### src/rtl/dcache_ctrl.sv
// Set-associative write-through data cache with miss FSM and saturating hit/miss counters.
// One word per line, no-write-allocate; loads hit with zero latency.
module dcache_ctrl #(
    parameter int unsigned DATA_WIDTH = 32,
    parameter int unsigned ADDR_WIDTH = 32,
    parameter int unsigned SETS       = 8,
    parameter int unsigned WAYS       = 2,
    parameter int unsigned CNT_WIDTH  = 16
) (
    input  logic                  clk,
    input  logic                  rst,
    input  logic                  cpu_req,
    input  logic                  cpu_we,
    input  logic [ADDR_WIDTH-1:0] cpu_addr,
    input  logic [DATA_WIDTH-1:0] cpu_wdata,
    output logic [DATA_WIDTH-1:0] cpu_rdata,
    output logic                  cpu_stall,
    output logic                  mem_req,
    output logic                  mem_we,
    output logic [ADDR_WIDTH-1:0] mem_addr,
    output logic [DATA_WIDTH-1:0] mem_wdata,
    input  logic [DATA_WIDTH-1:0] mem_rdata,
    input  logic                  mem_ack,
    output logic [CNT_WIDTH-1:0]  hit_cnt,
    output logic [CNT_WIDTH-1:0]  miss_cnt
);
    localparam int unsigned IDX_W = $clog2(SETS);
    localparam int unsigned WAY_W = (WAYS > 1) ? $clog2(WAYS) : 1;
    localparam int unsigned TAG_W = ADDR_WIDTH - IDX_W - 2;

    localparam logic [2:0] IDLE = 3'd0;
    localparam logic [2:0] RD   = 3'd1;
    localparam logic [2:0] RESP = 3'd2;
    localparam logic [2:0] WR   = 3'd3;
    localparam logic [2:0] DONE = 3'd4;

    logic [2:0]            state;
    logic [2:0]            stateNext;
    logic [WAYS-1:0]       validQ [SETS];
    logic [WAY_W-1:0]      ptrQ   [SETS];
    logic [TAG_W-1:0]      tagQ   [SETS][WAYS];
    logic [DATA_WIDTH-1:0] dataQ  [SETS][WAYS];
    logic [DATA_WIDTH-1:0] fillQ;

    logic [IDX_W-1:0]      reqIdx;
    logic [TAG_W-1:0]      reqTag;
    logic                  hit;
    logic [WAY_W-1:0]      hitWay;
    logic [DATA_WIDTH-1:0] hitData;
    logic                  anyInvalid;
    logic [WAY_W-1:0]      victim;
    logic                  fillEn;
    logic                  wrUpd;
    logic                  hitInc;
    logic                  missInc;
    logic                  unusedAddrBits;

    assign reqIdx         = cpu_addr[IDX_W+1:2];
    assign reqTag         = cpu_addr[ADDR_WIDTH-1:IDX_W+2];
    assign unusedAddrBits = ^cpu_addr[1:0];

    // cpu_addr/cpu_wdata are held by the pipeline while stalled, so these stay stable until mem_ack
    assign mem_addr  = {cpu_addr[ADDR_WIDTH-1:2], 2'b00};
    assign mem_wdata = cpu_wdata;

    // Tag match across the indexed set
    always_comb begin
        hit     = 1'b0;
        hitWay  = '0;
        hitData = '0;
        for (int w = 0; w < int'(WAYS); w++) begin
            if (validQ[reqIdx][w] && (tagQ[reqIdx][w] == reqTag)) begin
                hit     = 1'b1;
                hitWay  = WAY_W'(w);
                hitData = dataQ[reqIdx][w];
            end
        end
    end

    // Victim: lowest-index invalid way, else the round-robin pointer
    always_comb begin
        anyInvalid = 1'b0;
        victim     = ptrQ[reqIdx];
        for (int w = int'(WAYS) - 1; w >= 0; w--) begin
            if (!validQ[reqIdx][w]) begin
                anyInvalid = 1'b1;
                victim     = WAY_W'(w);
            end
        end
    end

    always_ff @(posedge clk) begin
        if (rst) begin
            state <= IDLE;
        end else begin
            state <= stateNext;
        end
    end

    always_comb begin
        stateNext = state;
        cpu_stall = 1'b0;
        cpu_rdata = '0;
        mem_req   = 1'b0;
        mem_we    = 1'b0;
        fillEn    = 1'b0;
        wrUpd     = 1'b0;
        hitInc    = 1'b0;
        missInc   = 1'b0;
        case (state)
            IDLE: begin
                if (cpu_req) begin
                    if (cpu_we) begin
                        cpu_stall = 1'b1;
                        stateNext = WR;
                    end else if (hit) begin
                        cpu_rdata = hitData;
                        hitInc    = 1'b1;
                    end else begin
                        cpu_stall = 1'b1;
                        missInc   = 1'b1;
                        stateNext = RD;
                    end
                end
            end
            RD: begin
                cpu_stall = 1'b1;
                mem_req   = 1'b1;
                if (mem_ack) begin
                    fillEn    = 1'b1;
                    stateNext = RESP;
                end
            end
            RESP: begin
                cpu_rdata = fillQ;
                stateNext = IDLE;
            end
            WR: begin
                cpu_stall = 1'b1;
                mem_req   = 1'b1;
                mem_we    = 1'b1;
                if (mem_ack) begin
                    wrUpd     = hit;
                    stateNext = DONE;
                end
            end
            DONE: begin
                stateNext = IDLE;
            end
            default: begin
                stateNext = IDLE;
            end
        endcase
    end

    // Valid bits, replacement pointers, fill register and counters
    always_ff @(posedge clk) begin
        if (rst) begin
            for (int s = 0; s < int'(SETS); s++) begin
                validQ[s] <= '0;
                ptrQ[s]   <= '0;
            end
            fillQ    <= '0;
            hit_cnt  <= '0;
            miss_cnt <= '0;
        end else begin
            if (fillEn) begin
                validQ[reqIdx][victim] <= 1'b1;
                fillQ                  <= mem_rdata;
                if (!anyInvalid) begin
                    ptrQ[reqIdx] <= (ptrQ[reqIdx] == WAY_W'(WAYS - 1)) ? '0 : ptrQ[reqIdx] + WAY_W'(1);
                end
            end
            if (hitInc && (hit_cnt != '1)) begin
                hit_cnt <= hit_cnt + CNT_WIDTH'(1);
            end
            if (missInc && (miss_cnt != '1)) begin
                miss_cnt <= miss_cnt + CNT_WIDTH'(1);
            end
        end
    end

    // Tag and data arrays carry no reset; validity is tracked separately
    always_ff @(posedge clk) begin
        if (fillEn && !rst) begin
            tagQ[reqIdx][victim]  <= reqTag;
            dataQ[reqIdx][victim] <= mem_rdata;
        end else if (wrUpd && !rst) begin
            dataQ[reqIdx][hitWay] <= cpu_wdata;
        end
    end

endmodule

### config.mk
export PLATFORM = sky130hd
export DESIGN_NAME = dcache_ctrl
export DESIGN_NICKNAME = d
export VERILOG_FILES = /design/src/rtl/dcache_ctrl.sv
export SDC_FILE = /design/constraint.sdc
export NUM_CORES = 1
export LEC_CHECK = 0
export BUFFER_PORTS_ARGS = -buffer_cell sky130_fd_sc_hd__buf_2
export CORE_MARGIN = 2
export CORE_UTILIZATION = 50
export CTS_BUF_LIST = sky130_fd_sc_hd__clkbuf_4
export DETAILED_ROUTE_END_ITERATION = 10
export PLACE_DENSITY = 0.7
export SLEW_MARGIN = 20
export SYNTH_ARGS = -nofsm -noshare
export SYNTH_HDL_FRONTEND = slang
export SYNTH_SLANG_ARGS = --single-unit
### constraint.sdc
create_clock -name clk -period 4.2 [get_ports clk]
set_input_delay 0.21 -clock clk [delete_from_list [all_inputs] [get_ports clk]]
set_output_delay 0.21 -clock clk [all_outputs]
set_load 0.1 [all_outputs]
* After elaboration in Yosys (flattened, before gate mapping) *
Memories as Yosys holds them, arrays and structs flattened.
Index checks and enable logic that the tools add are counted.

storage, ports and cells
  memories = 4
  RAM bits = 968
  bits of input ports = 101
  logic and storage cells = 239
  bits in registers = 67

cells by class
  eq/ne operators = 11
  $add $sub $neg = 3
  multiplexer cells = 130
  reduce and logical (&&, ||, !) cells = 15
  magnitude comparators = 6
  bitwise operators = 66

memory list
  name    depth  bits a word  rd ports  clocked after memory_dff  wr ports  RTL line  RTL
  dataQ   8      64           1         0                         1         42        logic [DATA_WIDTH-1:0] dataQ [SETS][WAYS];
  tagQ    8      54           1         0                         1         41        logic [TAG_W-1:0] tagQ [SETS][WAYS];
  validQ  8      2            1         0                         8         39        logic [WAYS-1:0] validQ [SETS];
  ptrQ    8      1            1         0                         8         40        logic [WAY_W-1:0] ptrQ [SETS];

operators by type and width
  kind                     number
  $mux W32                 7
  $mux W64                 2
  $mux W1                  102
  $demux W32 S1            2
  $or A1 B1 Y1             64
  $pmux W32 S2             1
  $eq A27 B27 Y1           2
  $mux W54                 1
  $add A16 B1 Y16 const B  2
  $ne A16 B16 Y1 const B   2
  $demux W27 S1            1
  $mux W27                 1
  $mux W3                  7
  $logic_and A1 B1 Y1      9
  $pmux W3 S3              1
  $eq A3 B2 Y1 const B     2
  $mux W2                  3
  $ne A2 B2 Y1 const B     3
  $ge A2 B2 Y1 const B     2
  $lt A2 B1 Y1 const B     2
  $not A1 Y2               2
  $reduce_and A4 Y1        1
  $reduce_or A2 Y1         2
  $eq A3 B1 Y1 const B     1
  other kinds (9)          9

* Longest topological paths before layout *
An unclocked memory read counts as a cell.

  depth after elaboration = 12
  mapped depth = 16

* Least setup slack after synthesis *
OpenSTA, ideal clock, no wires.

  path kind = in2out
  start point = input cpu_addr[4]
  end point = output cpu_stall
  arrival time = 4.774 ns
  cell stages on the path = 15
  path slack = -0.784 ns
  buffers on the path = 6
  data required time = 3.990 ns
  path through = buf_2 -> buf_2 -> buf_2 -> buf_2 -> mux4_2 -> mux2i_1 -> xnor2_1 -> nor3_1 -> nand4_1 -> nor4_2 -> nor2_2 -> buf_2 -> buf_2 -> nor2_1 -> o31ai_1

on the way
  longest elaborated chain between the ends = 9
  elaborated cells between the ends (all ways) = 12

ends and longest elaborated chain
  what                 RTL line  RTL
  start: declaration   14        input logic [ADDR_WIDTH-1:0] cpu_addr,
  $mem_v2 Z8 W54       n/a
  $eq A27 B27 Y1       72        if (validQ[reqIdx][w] && (tagQ[reqIdx][w] == reqTag)) begin
  $logic_and A1 B1 Y1  72
  $mux W1              72
  $mux W1 *            72
  $mux W1 *            116       end else if (hit) begin
  $mux W1 *            113       if (cpu_we) begin
  $mux W1 *            112       if (cpu_req) begin
  $pmux W1 S2 *        110       case (state)
  end: declaration     17        output logic cpu_stall,

Mark *: on every way between the ends. The rest lies on a longest branch, timed or not.

* Worst setup path in the final report *
  start point = memory tagQ[4][30] in the netlist's numbering
  end point = output cpu_rdata[8]

on the way
  longest elaborated chain between the ends = 9
  elaborated cells between the ends (all ways) = 11

ends and longest elaborated chain
  what                                                     RTL line  RTL
  start: declaration                                       41
  $mem_v2 Z8 W54 *                                         n/a
  $eq A27 B27 Y1 *                                         72
  $logic_and A1 B1 Y1 *                                    72
  $mux W32 / $mux W1 (equally long branches) (2 in a row)  72
  $mux W32 *                                               116
  $mux W32 *                                               113
  $mux W32 *                                               112
  $pmux W32 S2 *                                           110
  end: declaration                                         16        output logic [DATA_WIDTH-1:0] cpu_rdata,

Marked as above.

==> results.py <==
metrics = {
    "outcome": {
        "status": "complete, but fails checks",
        "violations": "negative setup slack",
    },
    "floorplanning": {
        "start_util_pct": 50.7,
        "die_h_microns": 293,
        "ios": 232,
        "die_w_microns": 293,
        "num_rows": 105,
        "core_area_sq_um": 82200,
        "dieArea_sq_um": 85700,
    },
    "critical_path": {
        "cp_max_fo": 8,
        "start_kind": "flip-flop",
        "critPathRequiredTime_ns": 3.99,
        "cp_data_arrival_time_ns": 4.49,
        "path_class": "reg -> out",
        "end_kind": "primary output",
    },
    "clock_network": {
        "clk_pin_slew_ns": 0.06,
        "clk_latency_ns": 1.18,
        "cts_made_buffers": 280,
        "numClockSinks": 1035,
        "root_buffer": "clkbuf_4",
        "htree_num_levels": 5,
        "cts_tree": "yes",
        "clk_path_buf_depth": 4,
    },
    "global_route": {
        "antenna_found_initial": 2,
        "overflow": 0,
        "grt_max_degree": 59,
        "grt_use_total_pct": 27.5,
        "grt_first_pass_wirelength_mm": 174,
        "grt_pass1_vias": 28000,
    },
    "layout": {
        "stdcell_area_sq_um": 51900,
        "seqCellArea_sq_um": 30200,
        "fill_cells": 5769,
        "drive_gt1_share_pct": 32.6,
        "final_common_cell": "edfxtp_1",
        "nets": 3403,
        "syn_to_final_growth_pct": 24.6,
        "mostFrequentLayoutCells": "952 x edfxtp_1, 396 x clkbuf_4, 201 x dlygate4sd3_1",
        "multi_input_area_sq_um": 10800,
    },
    "place": {
        "port_buffers": 227,
        "placed_cell_area_sq_um": 46100,
        "dp_slack_ns": -0.185,
        "gp_congestion": 0.811,
        "dp_hpwl_mm": 68.8,
    },
    "timing": {
        "drv_slew": 0,
        "hold_viol_final": 0,
        "fin_crit_ns": 4.70,
        "hold_slack_ns": 0.0712,
        "max_slew_margin_pct": 26.9,
        "max_freq_mhz": 213,
        "fin_setup_tns_ns": -13.73,
        "rsz0062_at_grt": "true",
        "finalWorstSetupSlack_ns": -0.501,
        "period_share_pct": 112,
        "final-setup-viol-count": 33,
        "fin_skew_ns": 0.105,
        "worstMarginPinSlew_ns": 1.09,
    },
    "power": {
        "leakage_nw": 17.9,
        "ir_drop_mv": 0.316,
        "powerDensity_nw_per_um2": 413,
    },
    "drt": {
        "vias": 27600,
        "vias_per_cell": 6.06,
        "drcViolationCount": 0,
        "postRouteWirelength_mm": 121,
        "wire_per_inst_microns": 26.6,
        "drtIter0Drc": 2898,
        "detail-route-antenna-nets": 0,
        "drt_pass1_iterations": 5,
    },
    "logic_synthesis": {
        "synth_ff_type": "edfxtp_1",
        "ys_warn_count": 0,
        "synthTopCellsByArea": "edfxtp_1 69%, dfxtp_1 4.0%, mux4_2 3.0%",
        "async_flop_share_pct": 0,
        "yosys.area_share.simple_pct": 5.29,
        "synth-seq-cells": 1035,
        "ys_types": 67,
        "synthCells": 2609,
        "synth.mux.area_fraction_pct": 10.4,
        "synth-compound-area-share_pct": 7.80,
        "synth_top_cell_by_area": "edfxtp_1",
        "avgSynthCellArea_sq_um": 16.0,
        "syn_area_sq_um": 41700,
        "ys_seq_area_share_pct": 72.6,
        "synth_top_family_by_area": "multiplexers",
        "synth_xor_area_share_pct": 0.694,
        "synth_edf_count": 952,
        "synth_top_area_share_pct": 68.6,
        "synth_fa_ha_area_share_pct": 0.0601,
    },
    "run": {
        "maxCapViolCount": 0,
    },
    "min_path": {
        "hold_path_class": "in -> reg",
    },
}
==> area by class of cell <==
type	count	area share (%)
Antenna cell	7	0.0337
Clock buffer	396	5.72
Clock inverter	57	0.537
Inverter	26	0.188
Multi-Input combinational cell	1326	20.8
Sequential cell	1035	58.2
Tap cell	1070	2.58
Timing Repair Buffer	631	11.8
==> per-layer routing <==
layer	share of wire, %	vias up	track usage (%)
met5	0	-	0
met4	3.2	0	11.8
met3	9.0	269	5.45
met2	50	1618	46.5
met1	38	13800	34.6
li1	-	11900	-
==> through the flow <==
step,power [mW],utilization [%],instances
final,21.4,63.1,4548
after CTS,21.5,62.6,4533
after global routing,22.2,63.1,4548
after detailed placement,13.1,56.0,3874
after floorplan,12.5,-,2610
after global placement,13.0,55.9,3870
==> report_power, final <==
part,switching (mW),internal [mW],total [mW]
sequential,0.0192,11.3,11.3
combinational,1.15,0.595,1.75
clock,3.98,4.43,8.41
==> worst max-delay path, stage by stage (launching register included) <==
cell	delay (ns)
edfxtp_1	0.37
mux4_2	0.46
nor2_1	0.14
or3_1	0.13
nand4_1	0.17
or4_4	0.61
nor4_4	0.25
buf_4	0.19
or2_4	0.14
nand2_4	0.14
buf_12	0.28
o21ai_1	0.27
buf_12	0.21
==> cell usage after synthesis (5+ instances only) <==
cell / count
o31ai_1: 8
mux2_2: 109
o21ai_1: 29
nand2b_1: 10
nor4_1: 30
nor4b_1: 5
o21ai_0: 22
nand4_1: 16
a31o_2: 7
nor3b_1: 6
inv_1: 24
buf_4: 73
a31oi_1: 8
dfxtp_1: 83
edfxtp_1: 952
mux2_1: 69
clkbuf_1: 95
nor3_1: 21
a221oi_1: 9
a22oi_1: 27
buf_2: 44
o221ai_1: 46
nor2b_1: 34
buf_1: 7
or3_1: 5
a211oi_1: 22
a21oi_1: 104
mux4_2: 55
mux2i_1: 109
nand2_1: 129
o22a_1: 11
or2_2: 6
or4_1: 13
xor2_1: 5
nor2_1: 125
o22ai_1: 178
a21o_1: 6
nand3_1: 21
and3_1: 10
xnor2_1: 28
==> timing repair <==
item / 4_1_cts / 5_1_grt
setup endpoints to repair: 33 / 33
resized for setup: 14 / 53
pin swaps: 7 / 25
hold endpoints to repair: 1014 / 0
gates cloned: 0 / 3
buffers inserted: 7 / 3
hold buffers: 201 / 0
==> kinds of logic (layout without fill, tap and decap cells) <==
logic type / after synthesis / after routing
AO/OA/AOI/OAI: 498 / 498
XOR/XNOR: 33 / 33
adder cells (fa/ha/maj): 2 / 2
buffers and inverters: 249 / 1110
flip-flops: 1035 / 1035
multiplexers: 343 / 343
other: 1 / 9
AND/OR/NAND/NOR: 448 / 448
==> state kept, by name (all words and copies together), names as in the netlist <==
signal	count
fillQ	32
dataQ	512
validQ	16
state	3
hit_cnt	16
miss_cnt	16
ptrQ	8
tagQ	432
==> path summary, 6_finish.rpt <==
kind / from / endpoint / slack, ns / depth (start not counted)
max: tagQ[4][30] / cpu_rdata[8] / -0.50 / 12
min: cpu_addr[22] / tagQ[2][44] / 0.07 / 2
max reg2reg: tagQ[4][30] / dataQ[3][47] / 0.26 / 15
min reg2reg: fillQ[15] / fillQ[15] / 0.47 / 2
Power figures use the tool's default switching activity.
